## src/rtl/run_ctrl_pkg.sv

```systemverilog
// Shared types and default parameter values for the run controller.
package run_ctrl_pkg;
  typedef enum logic [1:0] {
    ST_IDLE = 2'd0,
    ST_HOLD = 2'd1,
    ST_RUN  = 2'd2,
    ST_DONE = 2'd3
  } run_state_e;

  localparam int RESET_CYCLES_DEF = 2;
  localparam int CNT_W_DEF        = 16;
  localparam int MAX_CYCLES_DEF   = 4096;
endpackage

```

## src/rtl/run_cycle_ctr.sv

```systemverilog
// Run-cycle counter: synchronous clear, enable, saturates at all-ones instead of wrapping.
module run_cycle_ctr #(
  parameter int CNT_W = 16
) (
  input  logic             clk,
  input  logic             reset,
  input  logic             clr,
  input  logic             en,
  output logic [CNT_W-1:0] count
);
  always_ff @(posedge clk or negedge reset) begin
    if (!reset)                  count <= '0;
    else if (clr)                count <= '0;
    else if (en && (count != '1)) count <= count + 1'b1;
  end
endmodule

```

## src/rtl/run_ctrl.sv

```systemverilog
// Run controller: holds the core in reset, runs it until done/abort/watchdog, then waits for req low.
// Optional watchdog is compiled in with `define RUN_CTRL_WATCHDOG_EN.
module run_ctrl
  import run_ctrl_pkg::*;
#(
  parameter int RESET_CYCLES = RESET_CYCLES_DEF,
  parameter int CNT_W        = CNT_W_DEF,
  parameter int MAX_CYCLES   = MAX_CYCLES_DEF
) (
  input  logic             clk,
  input  logic             reset,
  input  logic             req,
  input  logic             abort,
  input  logic             core_done,
  output logic             core_reset,
  output logic             core_en,
  output logic             busy,
  output logic             done,
  output logic             timeout,
  output logic             aborted,
  output logic [CNT_W-1:0] cycle_count
);
  run_state_e state;
  logic [7:0] hold_cnt;
  logic       aborted_q;
  logic       start;

  assign start = (state == ST_IDLE) && req;

`ifdef RUN_CTRL_WATCHDOG_EN
  logic timeout_q;
  logic wd_hit;
  // Count shows completed RUN cycles, so MAX_CYCLES-1 means this is the last allowed one.
  assign wd_hit  = (cycle_count == CNT_W'(MAX_CYCLES - 1));
  assign timeout = timeout_q;
`else
  assign timeout = 1'b0;
`endif

  always_ff @(posedge clk or negedge reset) begin
    if (!reset) begin
      state     <= ST_IDLE;
      hold_cnt  <= '0;
      aborted_q <= 1'b0;
`ifdef RUN_CTRL_WATCHDOG_EN
      timeout_q <= 1'b0;
`endif
    end else begin
      case (state)
        ST_IDLE: if (req) begin
          state     <= ST_HOLD;
          hold_cnt  <= 8'(RESET_CYCLES - 1);
          aborted_q <= 1'b0;
`ifdef RUN_CTRL_WATCHDOG_EN
          timeout_q <= 1'b0;
`endif
        end
        ST_HOLD: begin
          if (hold_cnt == '0) state <= ST_RUN;
          else                hold_cnt <= hold_cnt - 8'd1;
        end
        ST_RUN: begin
          if (core_done) state <= ST_DONE;
          else if (abort) begin
            state     <= ST_DONE;
            aborted_q <= 1'b1;
          end
`ifdef RUN_CTRL_WATCHDOG_EN
          else if (wd_hit) begin
            state     <= ST_DONE;
            timeout_q <= 1'b1;
          end
`endif
        end
        ST_DONE: if (!req) state <= ST_IDLE;
        default: state <= ST_IDLE;
      endcase
    end
  end

  // Core state is left intact in DONE so it can be inspected; reset only while idle/holding.
  assign core_reset = (state == ST_IDLE) || (state == ST_HOLD);
  assign core_en    = (state == ST_RUN);
  assign busy       = (state == ST_HOLD) || (state == ST_RUN);
  assign done       = (state == ST_DONE);
  assign aborted    = aborted_q;

  run_cycle_ctr #(.CNT_W(CNT_W)) u_ctr (
    .clk   (clk),
    .reset (reset),
    .clr   (start),
    .en    (state == ST_RUN),
    .count (cycle_count)
  );
endmodule

```

## config.mk

```make
export PLATFORM = sky130hd
export DESIGN_NAME = run_ctrl
export DESIGN_NICKNAME = d
export VERILOG_FILES = /design/src/rtl/run_ctrl_pkg.sv /design/src/rtl/run_cycle_ctr.sv /design/src/rtl/run_ctrl.sv
export SDC_FILE = /design/constraint.sdc
export NUM_CORES = 1
export LEC_CHECK = 0
export ABC_AREA = 1
export CAP_MARGIN = 20
export CORE_MARGIN = 1.5
export CORE_UTILIZATION = 57
export DETAILED_ROUTE_END_ITERATION = 16
export PLACE_DENSITY_LB_ADDON = 0.25
export SETUP_SLACK_MARGIN = 0.1
export SLEW_MARGIN = 15
export SYNTH_ARGS = -nofsm -noshare
export SYNTH_HDL_FRONTEND = slang
export SYNTH_SLANG_ARGS = --single-unit
```

## constraint.sdc

```tcl
create_clock -name clk -period 3.9 [get_ports clk]
set_input_delay 0.975 -clock clk [delete_from_list [all_inputs] [get_ports clk]]
set_output_delay 0.975 -clock clk [all_outputs]
set_load 0.03 [all_outputs]
```

Yosys cells after proc, flatten, opt, wreduce, memory -nomap -nowiden
Cells that the tools add are included.
Widths: inputs -> output; s select.

operators by class
  add/subtract/negate cells = 2
  equality and inequality tests = 11
  muxes and demuxes = 15
  reductions and logical operators = 12

operators by type and width
  operator               count
  $mux 16                2
  $add 16x1->16 const B  1
  $mux 8                 2
  $ne 16x16->1 const B   1
  $pmux 8 s2             1
  $ne 2x2->1 const B     6
  $mux 2                 5
  $logic_not 8->1        1
  $pmux 2 s4             1
  $reduce_and 4->1       2
  $sub 8x1->8 const B    1
  $reduce_bool 2->1      3
  $eq 2x2->1 const B     2
  $mux 1                 3
  $ne 3x3->1 const B     1
  $reduce_and 3->1       1
  $eq 2x1->1 const B     1
  $logic_and 1x1->1      2
  $logic_not 2->1        1
  $logic_or 1x1->1       2
  $pmux 1 s2             1

storage, ports and cells
  bits in registers = 27
  input bits = 5
  output and inout bits = 22
  logic and storage cells = 44

Depth between registers and ports, before layout
  word-level depth = 4
  depth in mapped cells = 10
  mapped depth without buffers = 9

Cells and area by module
Synthesis repeated with hierarchy kept, for this count alone.

unflattened totals
  cells, all modules = 253
  area total of the unflattened synthesis = 1806.7 µm²

by module, submodules not included
  module         instances  cells an instance  area each (µm²)  sequential area each (µm²)
  run_cycle_ctr  1          144                1037.2           400.4
  run_ctrl       1          109                769.5            275.3

Worst setup path after synthesis
OpenSTA, ideal clock, no wires.

  path type = reg2out
  start = reg state[1]
  end = out core_reset
  data arrival time = 1.029 ns
  required time = 2.925 ns
  path slack = 1.896 ns
  cell stages (with the launch flop) = 5
  buffers on the path = 0
  cells stage by stage = dfrtp_1 > inv_1 > ha_1 > inv_1 > nand2_1

between the ends
  word-level cells in the longest chain between the ends = 2
  elaborated cells on any way between the ends = 3
  classes of those cells = eq/ne (1); reduce/logical (2)

ends and longest elaborated chain
  element                                        line            text
  start, declared                                run_ctrl.sv:23  run_state_e state;
  start signal, assigned                         run_ctrl.sv:42  state <= ST_IDLE;
  start signal, assigned                         run_ctrl.sv:51  state <= ST_HOLD;
  start signal, assigned                         run_ctrl.sv:59  if (hold_cnt == '0) state <= ST_RUN;
  $eq 2x1->1 or $logic_not 2->1 (tied branches)  run_ctrl.sv:82  assign core_reset = (state == ST_IDLE) || (state == ST_HOLD);
  $logic_or 1x1->1 *                             run_ctrl.sv:82
  end, declared                                  run_ctrl.sv:15  output logic core_reset,

Mark *: on every way between the ends. The rest lies on a longest branch, timed or not.

Final worst setup path
Same ends and word-level chain as after synthesis.

==> impl_metrics.py <==
metrics = {
    "cts": {
        "ctsHoldBuffers": 0,
        "clock_sinks": 27,
        "clock-root-buffer": "clkbuf_4",
        "post_cts_resized": 0,
        "cts_buffer_depth": 2,
        "worstSkewPairLatency_ps": 340,
        "postCtsSetupRepairBufs": 0,
        "cts_tree": "done",
        "cts_max_level": 1,
        "clk_pin_slew_ps": 140,
        "cts_buffers": 3,
    },
    "finish": {
        "fillers": 235,
        "seqCellArea_um2": 676,
        "diodes": 0,
        "utilization_pct": 71.5,
        "nets": 280,
        "final_area_um2": 2020,
        "multiInputGateArea_um2": 937,
        "area_delta_synth_final_pct": 16.9,
        "drive_gt1_share_pct": 6.37,
    },
    "sta": {
        "period_minus_slack_ps": 3010,
        "rsz0062_at_grt": "false",
        "setup_viol": 0,
        "max_freq_mhz": 332,
        "slew_headroom_pct": 59.9,
        "hold-worst-slack_ps": 500,
        "final.setup.tns_ps": 0,
        "finalCritPeriodShare_pct": 77.2,
        "finClkSkew_ps": 13.4,
        "slew_viol_final": 0,
        "hold_viol": 0,
        "tightest_slew_ps": 601,
    },
    "floorplanning": {
        "die_h_um": 58.1,
        "placeableCoreArea_um2": 2830,
        "num_rows": 19,
        "dieArea_um2": 3370,
        "io_pins": 27,
        "start_util_pct": 61.1,
        "die_x_um": 58.1,
    },
    "route": {
        "drcViolationCount": 0,
        "drtAntennaViolNets": 0,
        "vias": 1636,
        "wl_um": 3690,
        "avgViaCountPerCell": 5.49,
        "wl_per_cell_um": 12.4,
        "drtIter0Drc": 79,
        "first_pass_iters": 6,
    },
    "global_routing": {
        "antenna_found_initial": 0,
        "grt_max_degree": 28,
        "grt_use_total_pct": 25.0,
        "grt_pass1_wl_um": 6530,
        "grt_overflow": 0,
        "grt_pass1_vias": 1474,
    },
    "critical_path": {
        "crit_top_cell": "inv_1",
        "path_class": "flop to output pin",
        "required_ps": 2920,
        "cp-start-kind": "flop",
        "worstPathArrival_ps": 2030,
        "cp_slowest_cell": "clkdlybuf4s50_1",
        "worstPathMaxFanout": 6,
        "path_cells": "inv_1 -> ha_1 -> inv_1 -> nand2_1 -> clkdlybuf4s50_1",
        "critPathMaxStageDelay_ps": 660,
        "crit_path_end_kind": "output pin",
    },
    "power_and_ir_drop": {
        "leakage_nw": 0.953,
        "p_per_area_nw_per_um2": 680,
        "ir_worst_vdd_v": 0.000574,
    },
    "placed_design": {
        "dpl.hpwl_um": 2670,
        "io_buffers": 25,
        "dpl_cell_area_um2": 2000,
        "gp_congestion": 0.855,
    },
    "synthesis": {
        "yosys.area.top_type_share_pct": 39.1,
        "synth_fp_nets": 253,
        "yosys.area.top_type": "dfrtp_1",
        "synth_common_cells": "nand2_1 (76), nor2_1 (32), dfrtp_1 (27), inv_1 (19), nand3_1 (18)",
        "yosysWarnings": 0,
        "synth-simple-area-share_pct": 38.9,
        "synth_area_leaders": "dfrtp_1 (39%), nand2_1 (16%), nor2_1 (6.9%)",
        "async_flop_share_pct": 100,
        "synthCells": 241,
        "synth_adder_area_share_pct": 5.07,
        "ys_ff_latch": 27,
        "synth_edf_count": 0,
        "synth_seq_area_share_pct": 39.1,
        "synth_compound_area_share_pct": 6.51,
        "synth_top_family_by_area": "simple AND/OR/NAND/NOR gates",
        "syn_area_per_cell_um2": 7.17,
        "synthXorXnorAreaFrac_pct": 3.55,
        "synth_cell_types": 29,
        "muxShareOfSynthArea_pct": 0,
        "netlist_area_um2": 1730,
        "yosysMostFrequentCell": "nand2_1",
        "yosys_most_used_dff": "dfrtp_1",
    },
    "run_status": {
        "outcome": "completed",
    },
    "flow_run": {
        "max_cap_violations": 0,
    },
    "worst_hold_path": {
        "hp-class": "flop to flop",
    },
}
## area by class of cell
| cell class | instances | share of cell area, % |
|---|---|---|
| Multi-Input combinational cell | 187 | 46.3 |
| Sequential cell | 27 | 33.4 |
| Timing Repair Buffer | 26 | 12.7 |
| Inverter | 23 | 4.27 |
| Tap cell | 31 | 1.92 |
| Clock buffer | 4 | 1.30 |
## cell families (layout without fill, tap and decap cells)
kind of cell	count (synthesis)	count (layout)
AND/OR/NAND/NOR	152	152
flip-flops	27	27
buffers and inverters	27	53
AO/OA/AOI/OAI	20	20
adder cells (fa/ha/maj)	7	7
XOR/XNOR	7	7
other	1	1
## flip-flops by register name, summed over array words and instances (netlist names)
register,cells
hold_cnt,8
state,2
aborted,1
u_ctr.count,16
## path summary, 6_finish.rpt
kind                             start             end  slack (ps)  depth (start not counted)
setup / recovery              state[1]      core_reset         890                          5
hold / removal             hold_cnt[0]     hold_cnt[0]         500                          1
setup reg to reg              state[0]  u_ctr.count[7]        1970                          7
hold reg to reg            hold_cnt[0]     hold_cnt[0]         500                          1
max in group asynchronous        reset     hold_cnt[0]        2650                          2
min in group asynchronous        reset  u_ctr.count[9]         990                          2
## where the power goes
| group | switching (mW) | total, mW | internal, mW |
|---|---|---|---|
| Clock | 0.0885 | 0.129 | 0.0403 |
| Sequential | 0.0800 | 0.435 | 0.355 |
| Combinational | 0.523 | 0.812 | 0.289 |
| Total | 0.691 | 1.38 | 0.684 |
## cells in the final DEF (no fill, tap or decap), drive strengths merged
cell type,n
nor3b,1
a21oi,2
nor2,36
o2111ai,1
clkinv,1
dfrtp,27
nand3,19
and2,1
inv,22
o22ai,1
or2,2
conb,1
o21bai,3
clkdlybuf4s50,25
xor2,7
o21ai,13
nand2,80
ha,7
clkbuf,4
nand4,12
buf,1
nor3,1
## worst max-delay path, delay by kind of cell (launching register included)
kind                     cells  cell delay [ps]
flip-flops                   1              420
adder cells (fa/ha/maj)      1              270
AND/OR/NAND/NOR              1              100
buffers and inverters        3              910
## routing by layer
metal  track usage (%)  share of wire, %
met1              35.2                49
met2              39.3                45
met3              2.68               4.4
met4              10.3               2.1
met5                 0                 0
## per-stage QoR
step	std cells	setup WS, ps	power, mW
after global routing	298	735	1.49
after global placement	294	1330	1.23
after CTS	298	874	1.38
after floorplan	241	1900	1.03
after detailed placement	294	1260	1.25
final	298	891	1.38
No activity file was read; power rests on OpenSTA's default activity.
